==> src/rtl/ds2_modulator.sv <==
`timescale 1ns/1ps
`default_nettype none
// ============================================================================
// Module   : ds2_modulator
// Purpose  : Second-order single-bit delta-sigma modulator with integrator
//            overload detection and a clear-and-hold recovery sequence.
// Ports    : clock      - fast modulator clock
//            reset      - asynchronous active-low reset
//            en         - loop advance enable (0 freezes all state)
//            mod_i      - signed IN_W-bit sample from the mixer
//            dout       - modulator bit (1 = +full-scale, 0 = -full-scale)
//            ovl        - high while recovering from an overload (HOLD)
//            ovl_events - overload entry count, saturating at 255
// Revision : 1.0 - initial release
// ============================================================================
module ds2_modulator #(
  parameter int IN_W     = 20,
  parameter int ACC_W    = 24,
  parameter int OVL_CNT  = 16,
  parameter int HOLD_CYC = 64
) (
  input  logic                   clock,
  input  logic                   reset,
  input  logic                   en,
  input  logic signed [IN_W-1:0] mod_i,
  output logic                   dout,
  output logic                   ovl,
  output logic [7:0]             ovl_events
);

  // Two guard bits: a sum of three ACC_W-range terms cannot overflow SUM_W.
  localparam int SUM_W  = ACC_W + 2;
  localparam int SAT_W  = $clog2(OVL_CNT + 1);
  localparam int HOLD_W = (HOLD_CYC > 1) ? $clog2(HOLD_CYC) : 1;

  // Full-scale feedback magnitude 2^(IN_W-1), and the integrator rails.
  localparam logic signed [SUM_W-1:0] FB_POS  = {{(SUM_W-IN_W){1'b0}}, 1'b1, {(IN_W-1){1'b0}}};
  localparam logic signed [SUM_W-1:0] FB_NEG  = -FB_POS;
  localparam logic signed [SUM_W-1:0] ACC_MAX = {{(SUM_W-ACC_W+1){1'b0}}, {(ACC_W-1){1'b1}}};
  localparam logic signed [SUM_W-1:0] ACC_MIN = {{(SUM_W-ACC_W+1){1'b1}}, {(ACC_W-1){1'b0}}};
  localparam logic [SAT_W-1:0]        SAT_LAST  = SAT_W'(OVL_CNT - 1);
  localparam logic [HOLD_W-1:0]       HOLD_INIT = HOLD_W'(HOLD_CYC - 1);

  typedef enum logic [0:0] {
    ST_RUN  = 1'b0,
    ST_HOLD = 1'b1
  } state_t;

  state_t                    state_q, state_d;
  logic signed [ACC_W-1:0]   int1_q, int1_d;
  logic signed [ACC_W-1:0]   int2_q, int2_d;
  logic                      dout_q, dout_d;
  logic [SAT_W-1:0]          sat_cnt_q, sat_cnt_d;
  logic [HOLD_W-1:0]         hold_cnt_q, hold_cnt_d;
  logic [7:0]                ovl_events_q, ovl_events_d;

  logic signed [SUM_W-1:0]   mod_ext, int1_ext, int2_ext, fb;
  logic signed [SUM_W-1:0]   sum1, sum2;
  logic signed [ACC_W-1:0]   int1_n, int2_n;
  logic                      sat1, sat2, any_sat;

  function automatic logic signed [ACC_W-1:0] clamp_acc(input logic signed [SUM_W-1:0] s);
    logic signed [ACC_W-1:0] r;
    if (s >= ACC_MAX) begin
      r = ACC_MAX[ACC_W-1:0];
    end else if (s <= ACC_MIN) begin
      r = ACC_MIN[ACC_W-1:0];
    end else begin
      r = s[ACC_W-1:0];
    end
    return r;
  endfunction

  assign mod_ext  = {{(SUM_W-IN_W){mod_i[IN_W-1]}}, mod_i};
  assign int1_ext = {{(SUM_W-ACC_W){int1_q[ACC_W-1]}}, int1_q};
  assign int2_ext = {{(SUM_W-ACC_W){int2_q[ACC_W-1]}}, int2_q};
  assign fb       = dout_q ? FB_POS : FB_NEG;

  // Second integrator uses the pre-update int1 (classic delaying topology).
  assign sum1 = int1_ext + mod_ext - fb;
  assign sum2 = int2_ext + int1_ext - fb;

  // Touching a rail exactly already counts as saturated.
  assign sat1    = (sum1 >= ACC_MAX) || (sum1 <= ACC_MIN);
  assign sat2    = (sum2 >= ACC_MAX) || (sum2 <= ACC_MIN);
  assign any_sat = sat1 || sat2;

  assign int1_n = clamp_acc(sum1);
  assign int2_n = clamp_acc(sum2);

  always_comb begin
    state_d      = state_q;
    int1_d       = int1_q;
    int2_d       = int2_q;
    dout_d       = dout_q;
    sat_cnt_d    = sat_cnt_q;
    hold_cnt_d   = hold_cnt_q;
    ovl_events_d = ovl_events_q;

    if (en) begin
      if (state_q == ST_HOLD) begin
        // Integrators and dout are already zero from the entry edge.
        if (hold_cnt_q == '0) begin
          state_d = ST_RUN;
        end else begin
          hold_cnt_d = hold_cnt_q - HOLD_W'(1);
        end
      end else if (any_sat && (sat_cnt_q == SAT_LAST)) begin
        // Overload entry overrides the normal loop update.
        state_d      = ST_HOLD;
        int1_d       = '0;
        int2_d       = '0;
        dout_d       = 1'b0;
        sat_cnt_d    = '0;
        hold_cnt_d   = HOLD_INIT;
        ovl_events_d = (ovl_events_q == 8'hFF) ? 8'hFF : ovl_events_q + 8'd1;
      end else begin
        int1_d    = int1_n;
        int2_d    = int2_n;
        dout_d    = ~int2_n[ACC_W-1];
        sat_cnt_d = any_sat ? sat_cnt_q + SAT_W'(1) : '0;
      end
    end
  end

  always_ff @(posedge clock or negedge reset) begin
    if (!reset) begin
      state_q      <= ST_RUN;
      int1_q       <= '0;
      int2_q       <= '0;
      dout_q       <= 1'b0;
      sat_cnt_q    <= '0;
      hold_cnt_q   <= '0;
      ovl_events_q <= '0;
    end else begin
      state_q      <= state_d;
      int1_q       <= int1_d;
      int2_q       <= int2_d;
      dout_q       <= dout_d;
      sat_cnt_q    <= sat_cnt_d;
      hold_cnt_q   <= hold_cnt_d;
      ovl_events_q <= ovl_events_d;
    end
  end

  assign dout       = dout_q;
  assign ovl        = (state_q == ST_HOLD);
  assign ovl_events = ovl_events_q;

endmodule
`default_nettype wire

==> config.mk <==
export PLATFORM = sky130hd
export DESIGN_NAME = ds2_modulator
export DESIGN_NICKNAME = d
export VERILOG_FILES = /design/src/rtl/ds2_modulator.sv
export SDC_FILE = /design/constraint.sdc
export NUM_CORES = 1
export LEC_CHECK = 0
export ABC_AREA = 1
export CAP_MARGIN = 20
export CELL_PAD_IN_SITES_DETAIL_PLACEMENT = 1
export CELL_PAD_IN_SITES_GLOBAL_PLACEMENT = 2
export CORE_UTILIZATION = 36
export DETAILED_ROUTE_END_ITERATION = 10
export PLACE_DENSITY = 0.92
export SLEW_MARGIN = 5
export SYNTH_ARGS = -nofsm -noshare
export SYNTH_HDL_FRONTEND = slang
export SYNTH_SLANG_ARGS = --single-unit
==> constraint.sdc <==
create_clock -name clock -period 7.5 [get_ports clock]
set_input_delay 2.25 -clock clock [delete_from_list [all_inputs] [get_ports clock]]
set_output_delay 2.25 -clock clock [all_outputs]
set_load 0.005 [all_outputs]
Word-level counts from Yosys, hierarchy flattened
Index checks and enable logic that the tools add are counted.

word-level totals
  flip-flop bits (word level) = 69
  bits of input ports = 23
  output and inout bits = 10

operators by class
  $add $sub $neg = 7
  $lt $le $gt $ge = 4
  eq/ne operators = 3
  mux-type cells = 17
  bitwise logic cells = 2
  reduce and logical (&&, ||, !) cells = 9

operator list
  kind                                                                                    number
  24-bit two-way mux                                                                      6
  26-bit by 24-bit greater-or-equal comparator with 1-bit output (second input constant)  2
  26-bit by 24-bit less-or-equal comparator with 1-bit output (second input constant)     2
  25-bit by 26-bit subtractor with 26-bit output                                          2
  26-bit two-way mux                                                                      1
  24-bit by 20-bit adder with 25-bit output                                               1
  24-bit by 24-bit adder with 25-bit output                                               1
  6-bit two-way mux                                                                       3
  5-bit two-way mux                                                                       2
  8-bit by 1-bit adder with 8-bit output (second input constant)                          1
  8-bit == test (second input constant)                                                   1
  8-bit two-way mux                                                                       1
  6-bit zero test                                                                         1
  3-bit AND reduction                                                                     2
  6-bit by 1-bit subtractor with 6-bit output (second input constant)                     1
  5-bit by 1-bit adder with 5-bit output (second input constant)                          1
  5-bit by 4-bit == test with 1-bit output (second input constant)                        1
  1-bit two-way mux                                                                       4
  1-bit logical OR                                                                        3
  2-bit inequality test (second input constant)                                           1
  1-bit inverter                                                                          2
  2-bit AND reduction                                                                     1
  2-bit nonzero test                                                                      1
  1-bit logical AND                                                                       1

Logic depth before layout (Yosys ltp)
  depth after elaboration = 8
  depth in mapped cells = 29
  gate-level depth less buffers = 28

Worst setup path after synthesis
Ideal clock, no wire load.

  path kind = in2reg
  from = in mod_i[19]
  to = reg int1_q[18]
  arrival time = 4.895 ns
  path slack = 2.529 ns
  stages = 20
  path buffers = 2
  cell sequence = inv_1 > fa_1 > inv_1 > ha_1 > nand2_1 > nor3_1 > nand2_1 > nand3b_1 > nand2_1 > xor2_2 > inv_1 > o21ai_0 > nand2_1 > nor2_2 > nand2_4 > nand2_4 > buf_6 > buf_8 > nand2_1 > o21ai_1

between the ends
  longest elaborated chain between the ends = 7

ends and longest elaborated chain
  element                                                                                                                                               RTL line    source
  start, declared                                                                                                                                       25          input logic signed [IN_W-1:0] mod_i,
  24-bit by 20-bit adder with 25-bit output *                                                                                                           80          assign sum1 = int1_ext + mod_ext - fb;
  25-bit by 26-bit subtractor with 26-bit output *                                                                                                      80
  26-bit by 24-bit greater-or-equal comparator with 1-bit output / 26-bit by 24-bit less-or-equal comparator with 1-bit output (equally long branches)  64, 84, 66
  1-bit logical OR                                                                                                                                      84          assign sat1 = (sum1 >= ACC_MAX) || (sum1 <= ACC_MIN);
  1-bit logical OR                                                                                                                                      86          assign any_sat = sat1 || sat2;
  1-bit logical AND                                                                                                                                     108         end else if (any_sat && (sat_cnt_q == SAT_LAST)) begin
  24-bit two-way mux *                                                                                                                                  108
  end signal, assigned                                                                                                                                  137         int1_q <= int1_d;
  end, declared                                                                                                                                         50          logic signed [ACC_W-1:0] int1_q, int1_d;

Every way passes the cells marked *; elsewhere a longest branch is shown, timed or not.
A chain may end at the register's enable or synchronous reset.

Worst setup path after layout
  from = in mod_i[19]
  to = reg hold_cnt_q[1]

between the ends
  longest elaborated chain between the ends = 8

ends and longest elaborated chain
  element                                                                                                                                               RTL line  source
  24-bit by 20-bit adder with 25-bit output *                                                                                                           80
  25-bit by 26-bit subtractor with 26-bit output *                                                                                                      80
  26-bit by 24-bit greater-or-equal comparator with 1-bit output / 26-bit by 24-bit less-or-equal comparator with 1-bit output (equally long branches)  84
  1-bit logical OR *                                                                                                                                    84
  1-bit logical OR *                                                                                                                                    86
  1-bit logical AND *                                                                                                                                   108
  2-bit nonzero test (no source line) *                                                                                                                 n/a
  3-bit AND reduction (no source line) *                                                                                                                n/a
  end signal, assigned                                                                                                                                  141       hold_cnt_q <= hold_cnt_d;
  end, declared                                                                                                                                         54        logic [HOLD_W-1:0] hold_cnt_q, hold_cnt_d;

Marked as above.

==> results.md <==
- Top cells by count, synth: nand2_1, inv_1, nor2_1
- Syn Nets: 1548
- Pre-antenna DRT Iters: 5
- Synth Flop Type: dfrtp_1
- Root Driver: clkbuf_16
- Synthesized flop and latch total: 69
- Largest area contributor in the netlist: nand2_1
- Vias: 8648
- Final Setup Violations: 0
- Minimum clock period: 6220 ps
- Pin count of the biggest net entering global routing: 70
- GRT Total Usage: 23.1%
- F_max: 161 MHz
- Nets: 1573
- Share of cells above drive strength 1: 3.85%
- Synth Instances: 1424
- Longest Clk Path Bufs: 2
- Top Family by Delay on Critical Path: simple AND/OR/NAND/NOR gates
- Post-synthesis cell area: 8440 um^2
- Synth top area share: 21.8%
- Via density: 4.89
- CP Launch Type: primary input
- HPWL Detailed: 21.7 mm
- Ant diodes: 0
- Max_cap viols: 0
- DRC Markers: 0
- Worst-skew pair later-pin latency: 350 ps
- Most frequent cell after synthesis: nand2_1
- Final Cycle Share: 83.0%
- FFs w/ async S/R, synth: 100%
- Detailed Route WL: 26.0 mm
- WHS: 492 ps
- Die Height: 155 um
- Reg clk slew, reported paths: 60 ps
- Seq. cell area: 1730 um^2
- Top Ports: 33
- Top Layer Used: met4
- Post-CTS Setup Inserts: 0
- ANT nets after route: 0
- Hold buffers post-CTS: 0
- Hold Vio Cnt, Final: 0
- Resized Gates After CTS: 0
- CP cell instances: clkdlybuf4s50_1 -> inv_1 -> fa_1 -> inv_1 -> ha_1 -> nand2_1 -> nor3_1 -> nand3_1 -> nand3_1 -> nand2_1 -> nand2_1 -> nand2_1 -> nor2_1 -> nand3_1 -> nand2_1 -> nand2_1 -> nand2_1 -> inv_2 -> nand2_4 -> nand3_2 -> nand2_1 -> nand2_1 -> nand2_1
- Slew HR: 37.8%
- Mean post-synth cell area: 5.92 um^2
- Sequential share of the synthesized area: 20.5%
- Hold Crit Class: register to register
- Global-route wire length before repair: 44.2 mm
- Most common cell on crit path: nand2_1
- Iter 0 DRT Violations: 393
- Setup Skew: 5.33 ps
- Fill count: 3134
- CTS Sinks: 69
- Setup TNS: 0 ps
- CP Capture Type: register
- WL met2: 12.3 mm
- CTS tree: built
- Worst reg2reg setup slack: 2870 ps
- Die area: 24100 um^2
- Required @ worst endpoint: 7780 ps
- Met3 WL post-DR: 768 um
- GRT overflow: 0
- RSZ-0062 raised after global routing: false
- Worst Tran Pin Value: 931 ps
- Netlist cell types: 37
- Buffers on Ports: 32
- Initial antenna violation count: 0
- Area contributors post-synth: nand2_1, dfrtp_1, inv_1
- Post-synth EDFFs: 0
- Worst Path Arrival: 6500 ps
- Drt wl/cell: 14.7 um
- Initial Util: 37.0%
- DIE WIDTH: 155 um
- Core area: 22800 um^2
- Max-slew violation count: 0
- Buf/Inv on CP: 4
- Multi-input logic area: 5380 um^2
- # rows: 55
- Setup CP Type: primary input to register
- Outcome: completed
- Vias in the first global route: 8823
- Crit-path max cell delay: 600 ps
- Routability cong.: 0.853
- Wl on met1: 12.7 mm
- Crit path max-delay cell type: clkdlybuf4s50_1
- Num CTS Buffers: 9
- CP Max Fanout: 24
- Area growth from synthesis to layout: 11.6%
- Yosys warning total: 0
- H-tree levels: 3
worst reg2reg max path, delay by kind of cell (launching register included):
family	cells	cell delay (ps)
adder cells (fa/ha/maj)	2	1000
buffers and inverters	4	410
flip-flops	1	620
AND/OR/NAND/NOR	17	2530
routing by layer:
metal,vias up,GRT usage (%)
li1,4411,-
met1,4101,31.0
met2,116,40.2
met3,20,2.87
met4,0,3.16
met5,-,0
placed cells by master, fill, tap and decap left out, drive strengths merged, types with 6 or more instances in the layout:
cell type / instances
nand3b: 15
xor2: 14
o21ai: 87
ha: 93
a21oi: 46
clkdlybuf4s50: 31
inv: 328
nand3: 75
fa: 8
nand2: 498
nor2: 110
nand4: 23
clkbuf: 10
and2: 6
dfrtp: 69
nor3: 14
registers in the layout (all words and copies together) (netlist names):
| signal | cells |
|---|---|
| ovl | 1 |
| int2_q | 24 |
| ovl_events | 8 |
| sat_cnt_q | 5 |
| dout | 1 |
| int1_q | 24 |
| hold_cnt_q | 6 |
cells by family (layout without fill, tap and decap cells):
group                      count (synthesis)  count (layout)  share of synthesized area, %
buffers and inverters                    347             377                          15.9
AOI/OAI and AO/OA                        144             144                          8.91
DFF                                       69              69                          20.5
adders and majority gates                101             101                          15.7
and+or+nand+nor                          745             745                          37.0
xor gates and xnor gates                  18              18                          2.05
final cells by class:
class,count,area share [%]
Timing Repair Buffer,34,3.51
Inverter,327,13.0
Clock inverter,6,1.42
Multi-Input combinational cell,1008,57.1
Clock buffer,10,2.43
Tap cell,313,4.16
Sequential cell,69,18.3
worst paths after layout:
path / start / end / cells past startpoint
worst max-delay path: mod_i[19] / hold_cnt_q[1] / 23
worst min-delay path: int2_q[0] / int2_q[0] / 2
worst max register to register: dout / hold_cnt_q[1] / 23
worst min register to register: int2_q[0] / int2_q[0] / 2
max in group asynchronous: reset / int2_q[7] / 2
min in group asynchronous: reset / int1_q[18] / 2
stage by stage:
step,setup WS [ps],instance area [um^2],util (%),std cells
final,1280,9410,41.3,1767
after global routing,842,9410,41.3,1767
after CTS,1310,9410,41.3,1767
after detailed placement,996,9050,39.7,1751
after global placement,1270,9050,39.7,1751
after floorplan,2530,8440,-,1424
Power is left out: the tool's default activity adds up to more than one toggle a clock period on the data nets, which glitch-free logic cannot reach.
